$ cat src/rtl/response_misr.sv
// -----------------------------------------------------------------------------
// response_misr
// Multiple-input signature register (x^25 + x^3 + 1) that compacts a stream of
// 25-bit circuit-under-test responses into a signature. It then compares the
// final signature against a golden value that is latched at start.
//
// Ports
//   clk          : rising-edge clock for all state
//   rst_n        : synchronous active-low reset
//   enable       : global advance qualifier; when low, all state holds
//   start        : single-cycle pulse that begins a run (honoured in IDLE/DONE)
//   num_vectors  : number of responses to compact (sampled on accepted start)
//   golden_sig   : expected final signature (sampled on accepted start)
//   resp_in      : 25-bit response word
//   resp_valid   : qualifies resp_in this cycle
//   signature    : current MISR contents
//   vec_count    : responses accepted in the current run
//   busy         : high while in RUN
//   done         : high while in DONE
//   match        : signature == golden, valid while done is high
// -----------------------------------------------------------------------------
module response_misr #(
  parameter logic [24:0] SEED = 25'h0000001
) (
  input  logic        clk,
  input  logic        rst_n,
  input  logic        enable,
  input  logic        start,
  input  logic [15:0] num_vectors,
  input  logic [24:0] golden_sig,
  input  logic [24:0] resp_in,
  input  logic        resp_valid,
  output logic [24:0] signature,
  output logic [15:0] vec_count,
  output logic        busy,
  output logic        done,
  output logic        match
);

  typedef enum logic [1:0] {
    S_IDLE = 2'd0,
    S_RUN  = 2'd1,
    S_DONE = 2'd2
  } state_t;

  state_t      r_state;
  logic [24:0] r_sig;
  logic [15:0] r_cnt;
  logic [15:0] r_num;
  logic [24:0] r_golden;
  logic        r_busy;
  logic        r_done;
  logic        r_match;

  logic [24:0] w_next;
  logic [15:0] w_cnt_inc;
  logic        w_last;

  // MISR next state: each stage takes the previous stage, bit 0 takes the
  // feedback tap s[24], and bit 3 also mixes in the feedback for the x^3 term.
  genvar gi;
  generate
    for (gi = 0; gi < 25; gi = gi + 1) begin : g_misr
      if (gi == 0) begin : g_b0
        assign w_next[gi] = r_sig[24] ^ resp_in[gi];
      end else if (gi == 3) begin : g_b3
        assign w_next[gi] = r_sig[gi-1] ^ r_sig[24] ^ resp_in[gi];
      end else begin : g_bn
        assign w_next[gi] = r_sig[gi-1] ^ resp_in[gi];
      end
    end
  endgenerate

  // vec_count < r_num whenever in RUN, so the increment cannot wrap there.
  assign w_cnt_inc = r_cnt + 16'd1;
  assign w_last    = (w_cnt_inc == r_num);

  always_ff @(posedge clk) begin
    if (!rst_n) begin
      r_state  <= S_IDLE;
      r_sig    <= '0;
      r_cnt    <= '0;
      r_num    <= '0;
      r_golden <= '0;
      r_busy   <= 1'b0;
      r_done   <= 1'b0;
      r_match  <= 1'b0;
    end else if (enable) begin
      case (r_state)
        S_IDLE, S_DONE: begin
          if (start) begin
            r_sig    <= SEED;
            r_cnt    <= '0;
            r_num    <= num_vectors;
            r_golden <= golden_sig;
            if (num_vectors == 16'd0) begin
              // Empty run: the seed itself is the final signature.
              r_state <= S_DONE;
              r_busy  <= 1'b0;
              r_done  <= 1'b1;
              r_match <= (SEED == golden_sig);
            end else begin
              r_state <= S_RUN;
              r_busy  <= 1'b1;
              r_done  <= 1'b0;
              r_match <= 1'b0;
            end
          end
        end
        S_RUN: begin
          if (resp_valid) begin
            r_sig <= w_next;
            r_cnt <= w_cnt_inc;
            if (w_last) begin
              // Compare the post-update signature so match lines up with done.
              r_state <= S_DONE;
              r_busy  <= 1'b0;
              r_done  <= 1'b1;
              r_match <= (w_next == r_golden);
            end
          end
        end
        default: begin
          r_state <= S_IDLE;
          r_busy  <= 1'b0;
          r_done  <= 1'b0;
        end
      endcase
    end
  end

  assign signature = r_sig;
  assign vec_count = r_cnt;
  assign busy      = r_busy;
  assign done      = r_done;
  assign match     = r_match;

endmodule

$ cat config.mk
export PLATFORM = sky130hd
export DESIGN_NAME = response_misr
export DESIGN_NICKNAME = d
export VERILOG_FILES = /design/src/rtl/response_misr.sv
export SDC_FILE = /design/constraint.sdc
export NUM_CORES = 1
export LEC_CHECK = 0
export CORE_MARGIN = 1
export CORE_UTILIZATION = 51
export CTS_BUF_LIST = sky130_fd_sc_hd__clkbuf_8
export DETAILED_ROUTE_END_ITERATION = 10
export PLACE_DENSITY = 0.83
export REMOVE_ABC_BUFFERS = 1
export SLEW_MARGIN = 20
export SYNTH_ARGS = -nofsm -noshare
export SYNTH_HDL_FRONTEND = slang
export SYNTH_SLANG_ARGS = --single-unit
$ cat constraint.sdc
create_clock -name clk -period 3.68 [get_ports clk]
set_input_delay 0.736 -clock clk [delete_from_list [all_inputs] [get_ports clk]]
set_output_delay 0.736 -clock clk [all_outputs]
set_load 0.01 [all_outputs]
==> results by group, run 1 <==
GRT
  • Vias in the first global route: 3,973
  • GRT Residual Overflow: 0
  • Largest net degree at the start of global routing: 75
  • Global-route wire length before repair: 18.8 mm
  • GRT Total Usage: 26.8%
  • Initial antenna violation count: 0

Finish
  • Final nets: 701
  • Fill cells: 671
  • Register area: 1700 um2
  • Most frequent cells in the layout: clkdlybuf4s50_1, nand2_1, dfxtp_1, a21boi_0, xor2_1
  • Most common cell after layout, fill and taps aside: clkdlybuf4s50_1
  • Post-route cell area: 5850 um2
  • Non-Filler Instances: 739
  • Footprint of the multi-input gates: 2580 um2
  • N_diodes: 0
  • Area Overhead vs Synth: 30.8%
  • Fraction of layout cells with a size suffix above 1: 5.84%

Setup path
  • CP max FO: 8
  • CP max stage cell: or4_4
  • CP endpoint kind: register
  • CP Depth: 8
  • Critical-path cell list: ha_1 -> and3_4 -> nand3_2 -> xnor2_1 -> or4_1 -> or4_4 -> and2_0 -> o221a_1
  • Cells on worst reg2reg path: 8
  • CP arrival: 3.09 ns
  • Startpoint Class: register
  • Critical Path RT: 3.94 ns
  • Crit path kind: register to register
  • CP Buf/Inv Count: 0
  • Critical path's top delay family: simple AND/OR/NAND/NOR gates
  • Max incr delay on CP: 0.52 ns

Placed design
  • RePlAce Congestion: 0.869
  • HPWL Detailed: 8.82 mm
  • Placed cell count: 723
  • Placed cell area: 5630 um2
  • Port bufs: 114

Run status
  • Status: finished clean

Clock tree
  • Clock sink count: 85
  • CTS tree: done
  • H-tree Lvls: 3
  • CTS root buffer: clkbuf_8
  • CTS Hold Bufs: 0
  • Post-CTS setup buffer count: 0
  • Worst-Skew Late Latency: 0.36 ns
  • TritonCTS Buffers: 9
  • Clock buffer depth: 2
  • Reg clk slew, reported paths: 0.08 ns
  • Post_cts resized: 0

Yosys
  • Sequential area share after synthesis: 38.0%
  • Synth top area cells: dfxtp_1, nand2_1, a21boi_0
  • Avg Inst Size Synth: 8.40 um2
  • Mapped Area: 4480 um2
  • Post-synth EDFFs: 0
  • Yosys top cell by area: dfxtp_1
  • Main synth FF type: dfxtp_1
  • #FFs+latches synth: 85
  • Post-Syn Instances: 533
  • YS warnings: 0
  • Post-synth cell types: 44
  • Post-synth top area share: 38.0%
  • Asr flop ratio synth: 0%

Min path
  • Hold Path Class: register to register
  • Hold path cells: 2

STA
  • RSZ-0062 raised after global routing: no
  • Fin Clk Skew: 0.00739 ns
  • Slew @ Worst Pin: 0.839 ns
  • Final worst path period need: 2.84 ns
  • Final setup viols: 0
  • Hold WS: 0.480 ns
  • Fmax: 352 MHz
  • Max Slew Vio Count: 0
  • Slew HR: 43.9%
  • Final setup TNS: 0 ns
  • Fin crit share: 77.1%
  • Final Hold Vio Count: 0

Detailed routing
  • First DRT Iteration DRCs: 167
  • WL per Instance: 16.0 um
  • Residual DRC count: 0
  • Drt first pass iters: 4
  • Top sig layer: met4
  • DR WL met3: 647 um
  • Vias: 4,139
  • Met1 WL: 4.89 mm
  • Met2 Routed Length: 6.01 mm
  • Average via count per standard cell: 5.60
  • Routed wire length: 11.8 mm
  • Post-route ant nets: 0

Floorplanning
  • Starting density of the core: 53.7%
  • Die Footprint: 9160 um2
  • Die Wd: 95.7 um
  • Core Region: 8340 um2
  • Die span in y: 95.7 um
  • Site Rows: 33
  • I/O pins: 115

Power
  • Maximum VDD drop: 0.000195 V
  • Power per standard cell area: 355 nW/um2
  • Leakage: 2.11 nW

Run
  • Maxcap violations: 0
## worst paths after layout
path | start | endpoint | slack, ns
setup / recovery | vec_count[0] | match | 0.84
hold / removal | r_golden[12] | r_golden[12] | 0.48
setup reg to reg | vec_count[0] | match | 0.84
hold reg to reg | r_golden[12] | r_golden[12] | 0.48
## worst reg2reg max path, delay by kind of cell (launching register included)
| kind | cells | cell delay, ns |
|---|---|---|
| xor+xnor | 1 | 0.16 |
| flops | 1 | 0.49 |
| compound gates | 1 | 0.19 |
| simple gates | 5 | 1.56 |
| fa+ha+maj | 1 | 0.33 |
## layout make-up
class,count,area share (%)
clock inverters,4,0.919
repair buffers,124,20.7
well taps,105,2.24
flip-flops and latches,85,29.1
clock buffers,12,2.82
inverters,2,0.128
multi-input cells,407,44.1
## where the power goes
part	internal [mW]	leakage [nW]	switching (mW)
registers	0.959	0.690	0.0330
logic	0.187	1.31	0.180
clock network	0.372	0.105	0.349
total	1.52	2.11	0.562
## registers in the layout, indices dropped and copies added, names as in the netlist
name,flops
r_golden,25
signature,25
r_num,16
vec_count,16
r_state,2
match,1
## routing by layer
metal  GRT usage (%)  up-vias
met4            9.20        0
met5               0        -
li1                -     2029
met3            5.85       28
met2            47.3      140
met1            32.0     1942
## stage by stage
| step | util [%] | power, mW | setup WS [ns] |
|---|---|---|---|
| 6_report | 70.2 | 2.08 | 0.841 |
| 5_1_grt | 70.2 | 2.16 | 0.754 |
| 4_1_cts | 70.2 | 2.09 | 0.860 |
| 3_5_place_dp | 67.5 | 1.38 | 0.866 |
| 3_3_place_gp | 67.5 | 1.37 | 0.948 |
| 2_1_floorplan | - | 1.19 | 0.389 |
## cells in the mapped netlist (all sizes together), types with 2 or more instances
library cell / n
nand3: 13
a31oi: 3
clkbuf: 30
or4: 3
nor4: 15
inv: 2
o221a: 2
and3: 5
o211a: 3
xnor2: 33
and4: 3
nor2b: 36
and2: 4
o21ai: 16
nand4: 11
a21oi: 13
nand2: 99
nor3: 13
a22oi: 25
xor2: 39
buf: 9
a211o: 3
nor2: 11
o21a: 3
dfxtp: 85
a21boi: 46
## cell families after synthesis
group / synth area share, %
AND/OR/NAND/NOR: 25.0
AO/OA/AOI/OAI: 18.2
flip-flops: 38.0
XOR/XNOR: 14.1
buffers and inverters: 4.39
adder cells (fa/ha/maj): 0.279
No activity file was read; power rests on OpenSTA's default activity.
==> inputs of run 2 (changes only) <==
==> constraint.sdc (replaced) <==
create_clock -name clk -period 2.8 [get_ports clk]
set_input_delay 0.56 -clock clk [delete_from_list [all_inputs] [get_ports clk]]
set_output_delay 0.56 -clock clk [all_outputs]
set_load 0.01 [all_outputs]
==> run 2 against run 1 <==
Compared with the run above:
- global-route usage increased by 0.29 points
- final cell count is 0.95% higher
- flip-flop and latch count unchanged
- power is 30% higher
- register-to-register slack got worse by 0.72 ns
==> results by group, run 2 (synthesis gave the netlist of run 1 again) <==
Placed design
  • Dpl ws: 0.170 ns
  • HPWL Detailed: 8.69 mm
  • Port bufs: 114
  • RePlAce Congestion: 0.870

Detailed routing
  • Vias: 4,132
  • First DRT Iteration DRCs: 230
  • Drt first pass iters: 4
  • Residual DRC count: 0
  • Post-route ant nets: 0
  • Routed wire length: 11.7 mm
  • Average via count per standard cell: 5.54
  • WL per Instance: 15.6 um

Clock tree
  • CTS root buffer: clkbuf_8
  • TritonCTS Buffers: 9
  • Clock sink count: 85
  • CTS Hold Bufs: 0
  • Clock buffer depth: 2
  • Reg clk slew, reported paths: 0.08 ns
  • Worst-Skew Late Latency: 0.35 ns
  • CTS tree: done
  • H-tree Lvls: 3

Setup path
  • Startpoint Class: register
  • Critical Path RT: 3.04 ns
  • CP max FO: 8
  • Crit path kind: register to register
  • Max incr delay on CP: 0.53 ns
  • CP max stage cell: or4_4
  • CP arrival: 2.92 ns
  • CP endpoint kind: register
  • Critical-path cell list: ha_1 -> and3_4 -> nand3_2 -> xnor2_1 -> or4_1 -> or4_4 -> and2_0 -> o221a_1

STA
  • RSZ-0062 raised after global routing: no
  • Final worst path period need: 2.68 ns
  • Slew HR: 59.6%
  • Hold WS: 0.477 ns
  • Max Slew Vio Count: 0
  • Slew @ Worst Pin: 0.606 ns
  • Fmax: 373 MHz
  • Final Hold Vio Count: 0
  • PnR worst setup slack: 0.120 ns
  • Final setup viols: 0
  • Fin Clk Skew: 0.0135 ns
  • Fin crit share: 95.7%

GRT
  • GRT Total Usage: 27.1%
  • Global-route wire length before repair: 19.0 mm
  • Vias in the first global route: 3,962
  • Largest net degree at the start of global routing: 47
  • GRT Residual Overflow: 0
  • Initial antenna violation count: 0

Floorplanning
  • Site Rows: 33
  • Starting density of the core: 53.7%
  • I/O pins: 115
  • Die Wd: 95.7 um
  • Core Region: 8340 um2
  • Die span in y: 95.7 um
  • Die Footprint: 9160 um2

Power
  • Power, Total: 2.70 mW
  • Leakage: 2.16 nW
  • Power per standard cell area: 456 nW/um2
  • Maximum VDD drop: 0.000341 V

Finish
  • Most frequent cells in the layout: clkdlybuf4s50_1, nand2_1, dfxtp_1, a21boi_0, xor2_1
  • Area Overhead vs Synth: 32.5%
  • Fraction of layout cells with a size suffix above 1: 7.33%
  • Final design utilization: 71.1%
  • Final nets: 708
  • N_diodes: 0
  • Most common cell after layout, fill and taps aside: clkdlybuf4s50_1

Run status
  • Status: finished clean

Min path
  • Hold Path Class: register to register

Run
  • Maxcap violations: 0
-- run 2: worst paths after layout --
check | from | end | slack [ns] | depth (start not counted)
setup / recovery | vec_count[1] | match | 0.12 | 8
hold / removal | r_golden[8] | r_golden[8] | 0.48 | 2
setup reg to reg | vec_count[1] | match | 0.12 | 8
hold reg to reg | r_golden[8] | r_golden[8] | 0.48 | 2
-- run 2: per-stage QoR --
step / instances / setup TNS, ns / area [um2]
4_1_cts: 746 / 0 / 5920
2_1_floorplan: 494 / -17.65 / 4290
5_1_grt: 746 / 0 / 5930
6_report: 746 / 0 / 5930
3_3_place_gp: 730 / 0 / 5710
3_5_place_dp: 730 / 0 / 5710
-- run 2: layout make-up --
type / count / area [um2]
flip-flops and latches: 85 / 1710
clock buffers: 12 / 165
multi-input cells: 407 / 2590
fillers: 644 / 2410
well taps: 105 / 131
repair buffers: 131 / 1290
clock inverters: 4 / 46.3
inverters: 2 / 7.51
-- run 2: worst max-delay path: cells and delay by family, from the launching register on --
family / cells / cell delay (ns)
xor+xnor: 1 / 0.14
simple gates: 5 / 1.61
compound gates: 1 / 0.19
flops: 1 / 0.34
fa+ha+maj: 1 / 0.28
-- run 2: timing repair --
item	in CTS	in global routing
buffers inserted	0	0
resized for setup	0	4
setup endpoints to repair	0	2
-- run 2: metal layers --
metal  track usage (%)  part of all wire [%]  up-vias
met4              8.08                   1.4        0
met1              31.9                    41     1929
met3              6.95                   6.1       22
met2              48.2                    52      135
met5                 0                     0        -
li1                  -                     -     2046
-- run 2: power breakdown --
part | leakage, nW | internal (mW) | switching [mW] | total [mW]
clock network | 0.110 | 0.481 | 0.424 | 0.905
logic | 1.36 | 0.254 | 0.241 | 0.495
registers | 0.691 | 1.26 | 0.0421 | 1.30
total | 2.16 | 2.00 | 0.707 | 2.70
